$ cat src/rtl/synchronous_fifo_pkg.sv
// Shared definitions for the synchronous FWFT FIFO: pointer width helper,
// the value shown on pop_data_o while the FIFO is empty, and a status struct.
package sync_fifo_pkg;

    // Widest data word the empty-value constant can cover.
    localparam int MAX_DATA_W = 1024;

    // Value driven on pop_data_o when no word is stored (all zeros).
    localparam logic [MAX_DATA_W-1:0] POP_DATA_RST = '0;

    // Occupancy flags decoded from the pointers.
    typedef struct packed {
        logic full;
        logic empty;
    } fifo_status_t;

    // Pointer width: index bits plus one wrap bit.
    function automatic int ptr_width(input int depth);
        return $clog2(depth) + 1;
    endfunction

endpackage

$ cat src/rtl/synchronous_fifo_if.sv
// Push/pop bus of the synchronous FIFO.
//
// Handshake: push_i is a write request and is accepted on a rising edge when
// the FIFO is not full, or when it is full and pop_i is also high.
// pop_i is a read request and is accepted on a rising edge when the FIFO is
// not empty. pop_data_o always shows the head word (0 when empty), so the
// consumer sees the word it is about to pop before asserting pop_i.
// full_o / empty_o play the role of "ready" for push / pop respectively.
interface synchronous_fifo_if #(
    parameter int DATA_W = 8
);
    logic              push_i;
    logic [DATA_W-1:0] push_data_i;
    logic              pop_i;
    logic [DATA_W-1:0] pop_data_o;
    logic              full_o;
    logic              empty_o;

    // Producer/consumer side.
    modport master (
        output push_i,
        output push_data_i,
        output pop_i,
        input  pop_data_o,
        input  full_o,
        input  empty_o
    );

    // FIFO side.
    modport slave (
        input  push_i,
        input  push_data_i,
        input  pop_i,
        output pop_data_o,
        output full_o,
        output empty_o
    );
endinterface

$ cat src/rtl/synchronous_fifo_mem.sv
// Storage array for the synchronous FIFO: DEPTH x DATA_W registers with one
// synchronous write port and one asynchronous read port. No reset.
module sync_fifo_mem #(
    parameter int DEPTH  = 8,
    parameter int DATA_W = 8,
    parameter int AW     = $clog2(DEPTH)
) (
    input  logic              i_clk,
    input  logic              i_we,
    input  logic [AW-1:0]     i_waddr,
    input  logic [DATA_W-1:0] i_wdata,
    input  logic [AW-1:0]     i_raddr,
    output logic [DATA_W-1:0] o_rdata
);

    logic [DATA_W-1:0] r_mem [DEPTH];

    // Write the addressed entry on an accepted push.
    always_ff @(posedge i_clk) begin
        if (i_we) begin
            r_mem[i_waddr] <= i_wdata;
        end
    end

    assign o_rdata = r_mem[i_raddr];

endmodule

$ cat src/rtl/synchronous_fifo.sv
// Single-clock first-word-fall-through FIFO.
// Optional sticky overflow/underflow outputs exist only when the macro
// SYNC_FIFO_ERR_FLAGS_EN is defined.
module synchronous_fifo
    import sync_fifo_pkg::*;
#(
    parameter int DEPTH  = 8,
    parameter int DATA_W = 8
) (
    input  logic clk,
    input  logic reset,
`ifdef SYNC_FIFO_ERR_FLAGS_EN
    output logic overflow_o,
    output logic underflow_o,
`endif
    synchronous_fifo_if.slave bus
);

    localparam int PW = ptr_width(DEPTH);
    localparam int AW = PW - 1;

    logic [PW-1:0]     r_wr_ptr;
    logic [PW-1:0]     r_rd_ptr;
    fifo_status_t      w_status;
    logic              w_push_acc;
    logic              w_pop_acc;
    logic [DATA_W-1:0] w_rdata;

    // Flags are pure decodes of the registered pointers, so they track the
    // occupancy in the same cycle with no extra register stage.
    assign w_status.empty = (r_wr_ptr == r_rd_ptr);
    assign w_status.full  = (r_wr_ptr[AW-1:0] == r_rd_ptr[AW-1:0]) &&
                            (r_wr_ptr[AW] != r_rd_ptr[AW]);

    // A push into a full FIFO is still taken when a pop frees the slot on
    // the same edge; a pop on an empty FIFO is never taken, even with a push.
    assign w_push_acc = bus.push_i && (!w_status.full || bus.pop_i);
    assign w_pop_acc  = bus.pop_i && !w_status.empty;

    // Advance write and read pointers on accepted requests.
    always_ff @(posedge clk or posedge reset) begin
        if (reset) begin
            r_wr_ptr <= '0;
            r_rd_ptr <= '0;
        end else begin
            if (w_push_acc) begin
                r_wr_ptr <= r_wr_ptr + 1'b1;
            end
            if (w_pop_acc) begin
                r_rd_ptr <= r_rd_ptr + 1'b1;
            end
        end
    end

    sync_fifo_mem #(
        .DEPTH  (DEPTH),
        .DATA_W (DATA_W),
        .AW     (AW)
    ) u_mem (
        .i_clk   (clk),
        .i_we    (w_push_acc),
        .i_waddr (r_wr_ptr[AW-1:0]),
        .i_wdata (bus.push_data_i),
        .i_raddr (r_rd_ptr[AW-1:0]),
        .o_rdata (w_rdata)
    );

    assign bus.pop_data_o = w_status.empty ? POP_DATA_RST[DATA_W-1:0] : w_rdata;
    assign bus.full_o     = w_status.full;
    assign bus.empty_o    = w_status.empty;

`ifdef SYNC_FIFO_ERR_FLAGS_EN
    logic r_overflow;
    logic r_underflow;

    // Sticky error flags: record dropped pushes and ignored pops until reset.
    always_ff @(posedge clk or posedge reset) begin
        if (reset) begin
            r_overflow  <= 1'b0;
            r_underflow <= 1'b0;
        end else begin
            if (bus.push_i && w_status.full && !bus.pop_i) begin
                r_overflow <= 1'b1;
            end
            if (bus.pop_i && w_status.empty) begin
                r_underflow <= 1'b1;
            end
        end
    end

    assign overflow_o  = r_overflow;
    assign underflow_o = r_underflow;
`endif

endmodule

$ cat src/flat_wrapper.sv
// flat-port wrapper written by rule: the top's interface ports become plain ports
module synchronous_fifo_flat import sync_fifo_pkg::*;
#(
    parameter int DEPTH  = 8,
    parameter int DATA_W = 8
)
  (clk, reset, bus_push_i, bus_push_data_i, bus_pop_i, bus_pop_data_o, bus_full_o, bus_empty_o);
  synchronous_fifo_if #(.DATA_W(DATA_W)) bus_i ();
  input  logic clk;
  input  logic reset;
  input wire logic [$bits(bus_i.push_i)-1:0] bus_push_i;
  input wire logic [$bits(bus_i.push_data_i)-1:0] bus_push_data_i;
  input wire logic [$bits(bus_i.pop_i)-1:0] bus_pop_i;
  output wire logic [$bits(bus_i.pop_data_o)-1:0] bus_pop_data_o;
  output wire logic [$bits(bus_i.full_o)-1:0] bus_full_o;
  output wire logic [$bits(bus_i.empty_o)-1:0] bus_empty_o;
  assign bus_i.push_i = bus_push_i;
  assign bus_i.push_data_i = bus_push_data_i;
  assign bus_i.pop_i = bus_pop_i;
  assign bus_pop_data_o = bus_i.pop_data_o;
  assign bus_full_o = bus_i.full_o;
  assign bus_empty_o = bus_i.empty_o;
  synchronous_fifo #(.DEPTH(DEPTH), .DATA_W(DATA_W)) u_core (.clk(clk), .reset(reset), .bus(bus_i));
endmodule
$ cat config.mk
export PLATFORM = sky130hd
export DESIGN_NAME = synchronous_fifo_flat
export DESIGN_NICKNAME = d
export VERILOG_FILES = /design/src/rtl/synchronous_fifo_pkg.sv /design/src/rtl/synchronous_fifo_if.sv /design/src/rtl/synchronous_fifo_mem.sv /design/src/rtl/synchronous_fifo.sv /design/src/flat_wrapper.sv
export SDC_FILE = /design/constraint.sdc
export NUM_CORES = 1
export LEC_CHECK = 0
export ABC_CLOCK_PERIOD_IN_PS = 3300
export BUFFER_PORTS_ARGS = -buffer_cell sky130_fd_sc_hd__buf_2
export CORE_MARGIN = 2
export CORE_UTILIZATION = 50
export DETAILED_ROUTE_END_ITERATION = 8
export GPL_ROUTABILITY_DRIVEN = 0
export GPL_TIMING_DRIVEN = 0
export HOLD_SLACK_MARGIN = 0.05
export PLACE_DENSITY = 0.69
export REMOVE_ABC_BUFFERS = 1
export SLEW_MARGIN = 20
export SYNTH_ARGS = -nofsm -noshare
export SYNTH_HDL_FRONTEND = slang
export SYNTH_HIERARCHICAL = 1
export SYNTH_SLANG_ARGS = --single-unit
$ cat constraint.sdc
create_clock -name clk -period 3.3 [get_ports clk]
set_input_delay 0.99 -clock clk [delete_from_list [all_inputs] [get_ports clk]]
set_output_delay 0.99 -clock clk [all_outputs]
set_load 0.02 [all_outputs]
# After elaboration in Yosys (flattened, before gate mapping)
# Memories as Yosys holds them, arrays and structs flattened.
# Index checks and enable logic that the tools add are counted.
# word_totals
romBits	0
memories	1
regBits	8
ramBits	64
word_cells	17
out_inout_bits	10
in_bits	12
latchBits	0
# mem_list
memory	depth	word_bits	rd	rd_clocked_by_memory_dff	wr	line	rtl
u_core.u_mem.r_mem	8	8	1	0	1	synchronous_fifo_mem.sv:16	logic [DATA_W-1:0] r_mem [DEPTH];
# op_classes
magnitude_cmp	0
addsub	2
n_reduce_logical	6
div	0
n_eq_ne	3
mux	3
n_bitwise	0
n_mul	0
shift	0
# ops
cell	n
4-bit by 1-bit adder with 4-bit output, second input constant	2
8-bit 2-to-1 mux	1
4-bit equality test	1
3-bit equality test	1
1-bit logical AND	3
1-bit zero test	2
1-bit 2-to-1 mux	2
1-bit logical OR	1
1-bit inequality test	1

# Logic depth before layout (Yosys ltp)
# logic_depth
ltp_word	7
ltp_mapped	6

# By module
# The synthesis kept the hierarchy.
# modules_own_cells
module	n_inst	cells_each	seq_area_each_um2	area_per_inst_um2
sync_fifo_mem	1	106	1921.8	2531.2
synchronous_fifo	1	50	200.2	514.2

# Worst setup path before layout
# OpenSTA, ideal clock, no wires.
# synth_timing
kind	flip-flop to output port
start	register u_core.r_rd_ptr[0]
end	output port bus_pop_data_o[1]
path_buffers	2
arrival_ns	1.676
stages_incl_launch_ff	6
required_ns	2.310
setup_slack_ns	0.634
cell_sequence	dfrtp_1 > buf_6 > buf_12 > mux4_1 > mux2_2 > and2_1
# synth_between
elab_chain_len	2
# synth_lines
item	line	rtl
start, declared	synchronous_fifo.sv:23	logic [PW-1:0] r_rd_ptr;
start signal, assigned	synchronous_fifo.sv:50	r_rd_ptr <= r_rd_ptr + 1'b1;
memory read 8 x 8 bit	--	
net u_core.w_rdata[1]	synchronous_fifo.sv:27	logic [DATA_W-1:0] w_rdata;
8-bit 2-to-1 mux	synchronous_fifo.sv:68	assign bus.pop_data_o = w_status.empty ? POP_DATA_RST[DATA_W-1:0] : w_rdata;
end, declared	flat_wrapper.sv:14	output wire logic [$bits(bus_i.pop_data_o)-1:0] bus_pop_data_o;
# The timed path passes the listed nets, and every way through them passes these cells.

# Worst setup path after layout
# Same ends and word-level chain as after synthesis.

==> results.ini <==
[run_status]
outcome = completed

[critical_path]
rr_worst_depth = 6
crit_path_cell_trace = mux4_1 -> mux2_2 -> and2_1 -> buf_2
crit_path_top_delay_cell = dfrtp_4
required_ps = 2310
regToRegSetupSlack_ps = 730
r2r_start = u_core/r_rd_ptr[1]
cp-start-kind = flip-flop
crit_cells = 4
cp-end-kind = output port
crit_fanout = 20
crit_type = flip-flop to output port
endpoint = bus_pop_data_o[1]
critPathLaunch = u_core/r_rd_ptr[0]
crit_arrival_ps = 2160
path_delay_family = multiplexers
worstReg2RegEnd = u_core/u_mem/r_mem[5][6]
crit_path_max_incr_delay_ps = 640
crit_buf_inv = 1

[clock_network]
cts_root_buffer = clkbuf_8
cts_made_buffers = 9
cts_max_level = 3
clk_path_buf_depth = 2
path_clk_slew_ps = 80
clock_latency_ps = 340
cts_tree = built
clock-sinks = 72

[detailed_routing]
drtIter0Drc = 142
first_pass_iters = 4
wl_per_cell_um = 20.0
drc = 0
via_per_inst = 5.65
routed_wl_mm = 5.31
vias = 1504
ant_nets = 0

[power]
peakVddDrop_mv = 0.719
power_density_nw_per_um2 = 950
p_leak_uw = 0.00125
finalPower_uw = 3320

[synth]
synthFlopType = edfxtp_1
ys_ff_latch = 72
yosysUniqueCellTypes = 28
synth_edf_count = 64
yosys_warnings = 6
syn-mean-instance-area_um2 = 19.5
async_flop_share_pct = 11.1
syn_inst = 156
syn_area_um2 = 3050
synth_seq_area_share_pct = 69.7

[final_layout]
multi_input_area_um2 = 870
area_growth_pct = 14.6
final_cell_area_um2 = 3490
seqCellArea_um2 = 2130
fill_cells = 454
final_net_count = 200
diodes = 0
layout-drive-gt1-share_pct = 30.9

[worst_hold_path]
whs_path_depth = 1
hp-class = flip-flop to flip-flop

[floorplan]
rows = 28
core-area_um2 = 5920
ios = 22
initial_utilization_pct = 51.4
die_h_um = 82.0
fp.dieArea_um2 = 6730
die_x_um = 82.0

[timing]
finalCriticalPeriod_ps = 3150
fin_crit_sh_pct = 95.5
fin_worst_skew_ps = 4.64
tightest_slew_ps = 974
slew_headroom_pct = 34.8
grt_setup_unrepaired = no
hold_viol_final = 0
maxSlewViolCount = 0
setup_viol = 0
fmax_mhz = 317

[global_route]
use_met1_pct = 21.7
antenna_found_initial = 0
grt_max_degree = 21
met3_usage_pct = 6.59
grt-busiest-layer = met2
grtUsageTotal_pct = 18.1
grt_pass1_wl_mm = 8.07
grtUsageMet2_pct = 29.6
grt_overflow = 0
grt_pass1_vias = 1506

[placed_design]
place_hpwl_mm = 3.17
port_buffers = 21
dpl_cell_area_um2 = 3220

[job]
max_cap_violations = 0

==> synth_stat cells, drive strengths merged, types with 2 or more instances <==
master  number  area share, %
mux2        10            3.8
nand2b       3           0.62
nor3         2           0.33
nand4        2           0.41
mux4        16             14
nand2        6           0.74
inv          4           0.49
dfrtp        8            6.6
buf          5            1.5
xnor2        8            2.5
ha           2           0.82
edfxtp      64             63
and2         8            1.6
nor2         8           0.99
nand3        3           0.49
==> layer usage <==
layer / vias up / share of wire (%)
met5: - / 0
met4: 0 / 1.5
met3: 8 / 3.5
met2: 32 / 52
met1: 772 / 42
li1: 692 / -
==> state kept, by name, indices dropped and copies added, names as in the netlist <==
name and cells:
u_core/u_mem/r_mem 64, u_core/r_wr_ptr 4, u_core/r_rd_ptr 4
==> worst min path at each step <==
stage	start	end	slack, ps
global route	reset	u_core/r_rd_ptr[0]	620
CTS	reset	u_core/r_wr_ptr[3]	570
global placement	u_core/r_wr_ptr[2]	u_core/r_wr_ptr[2]	550
detailed placement	u_core/r_wr_ptr[2]	u_core/r_wr_ptr[2]	590
floorplan	u_core/r_wr_ptr[2]	u_core/r_wr_ptr[2]	520
finish	u_core/r_wr_ptr[2]	u_core/r_wr_ptr[2]	600
==> cell families after synthesis <==
family,Yosys count,share of synthesized area (%)
AND/OR/NAND/NOR,34,6.00
flip-flops,72,69.7
buffers and inverters,10,2.09
AO/OA/AOI/OAI,4,1.36
XOR/XNOR,8,2.55
adder cells (fa/ha/maj),2,0.822
multiplexers,26,17.5
==> timing repair <==
action                     4_1_cts  5_1_grt
setup buffers                    2        0
setup endpoints to repair        9        0
hold buffers                     0        0
gates resized for setup          3        0
==> cells in the final DEF, fill, tap and decap left out, types with 2 or more instances in the layout <==
cell type and count:
dfrtp_1 6, mux4_1 15, nor2_1 8, clkbuf_8 9, inv_6 2, buf_4 4
edfxtp_1 64, ha_1 2, mux2_2 9, nor3_2 2, inv_1 4, nand2_1 6
nand2b_1 3, nand3_1 3, bufinv_16 3, buf_2 21, xnor2_1 7, nand4_1 2
and2_1 8
==> through the flow <==
| stage | hold slack [ps] | TNS (ps) | util [%] | worst slack, ps | cells |
|---|---|---|---|---|---|
| floorplan | 515 | 0 | - | 462 | 150 |
| global placement | 551 | -989 | 54.0 | -66.7 | 246 |
| detailed placement | 589 | -294 | 54.4 | -46.9 | 248 |
| CTS | 574 | 0 | 59.0 | 120 | 266 |
| global route | 616 | 0 | 59.0 | 59.1 | 266 |
| finish | 600 | 0 | 59.0 | 148 | 266 |
==> report_power, final <==
part	internal, uW	switching (uW)	total [uW]
clock	512	346	859
sequential	1170	221	1390
combinational	538	525	1060
total	2220	1090	3320
==> area by class of cell <==
cell class | instances | share of cell area, %
clock inverters | 7 | 3.62
well taps | 75 | 2.69
inverters | 4 | 0.430
clock buffers | 9 | 3.55
repair buffers | 25 | 3.87
multi-input cells | 74 | 24.9
flip-flops and latches | 72 | 60.9
(Power assumes the default switching activity.)
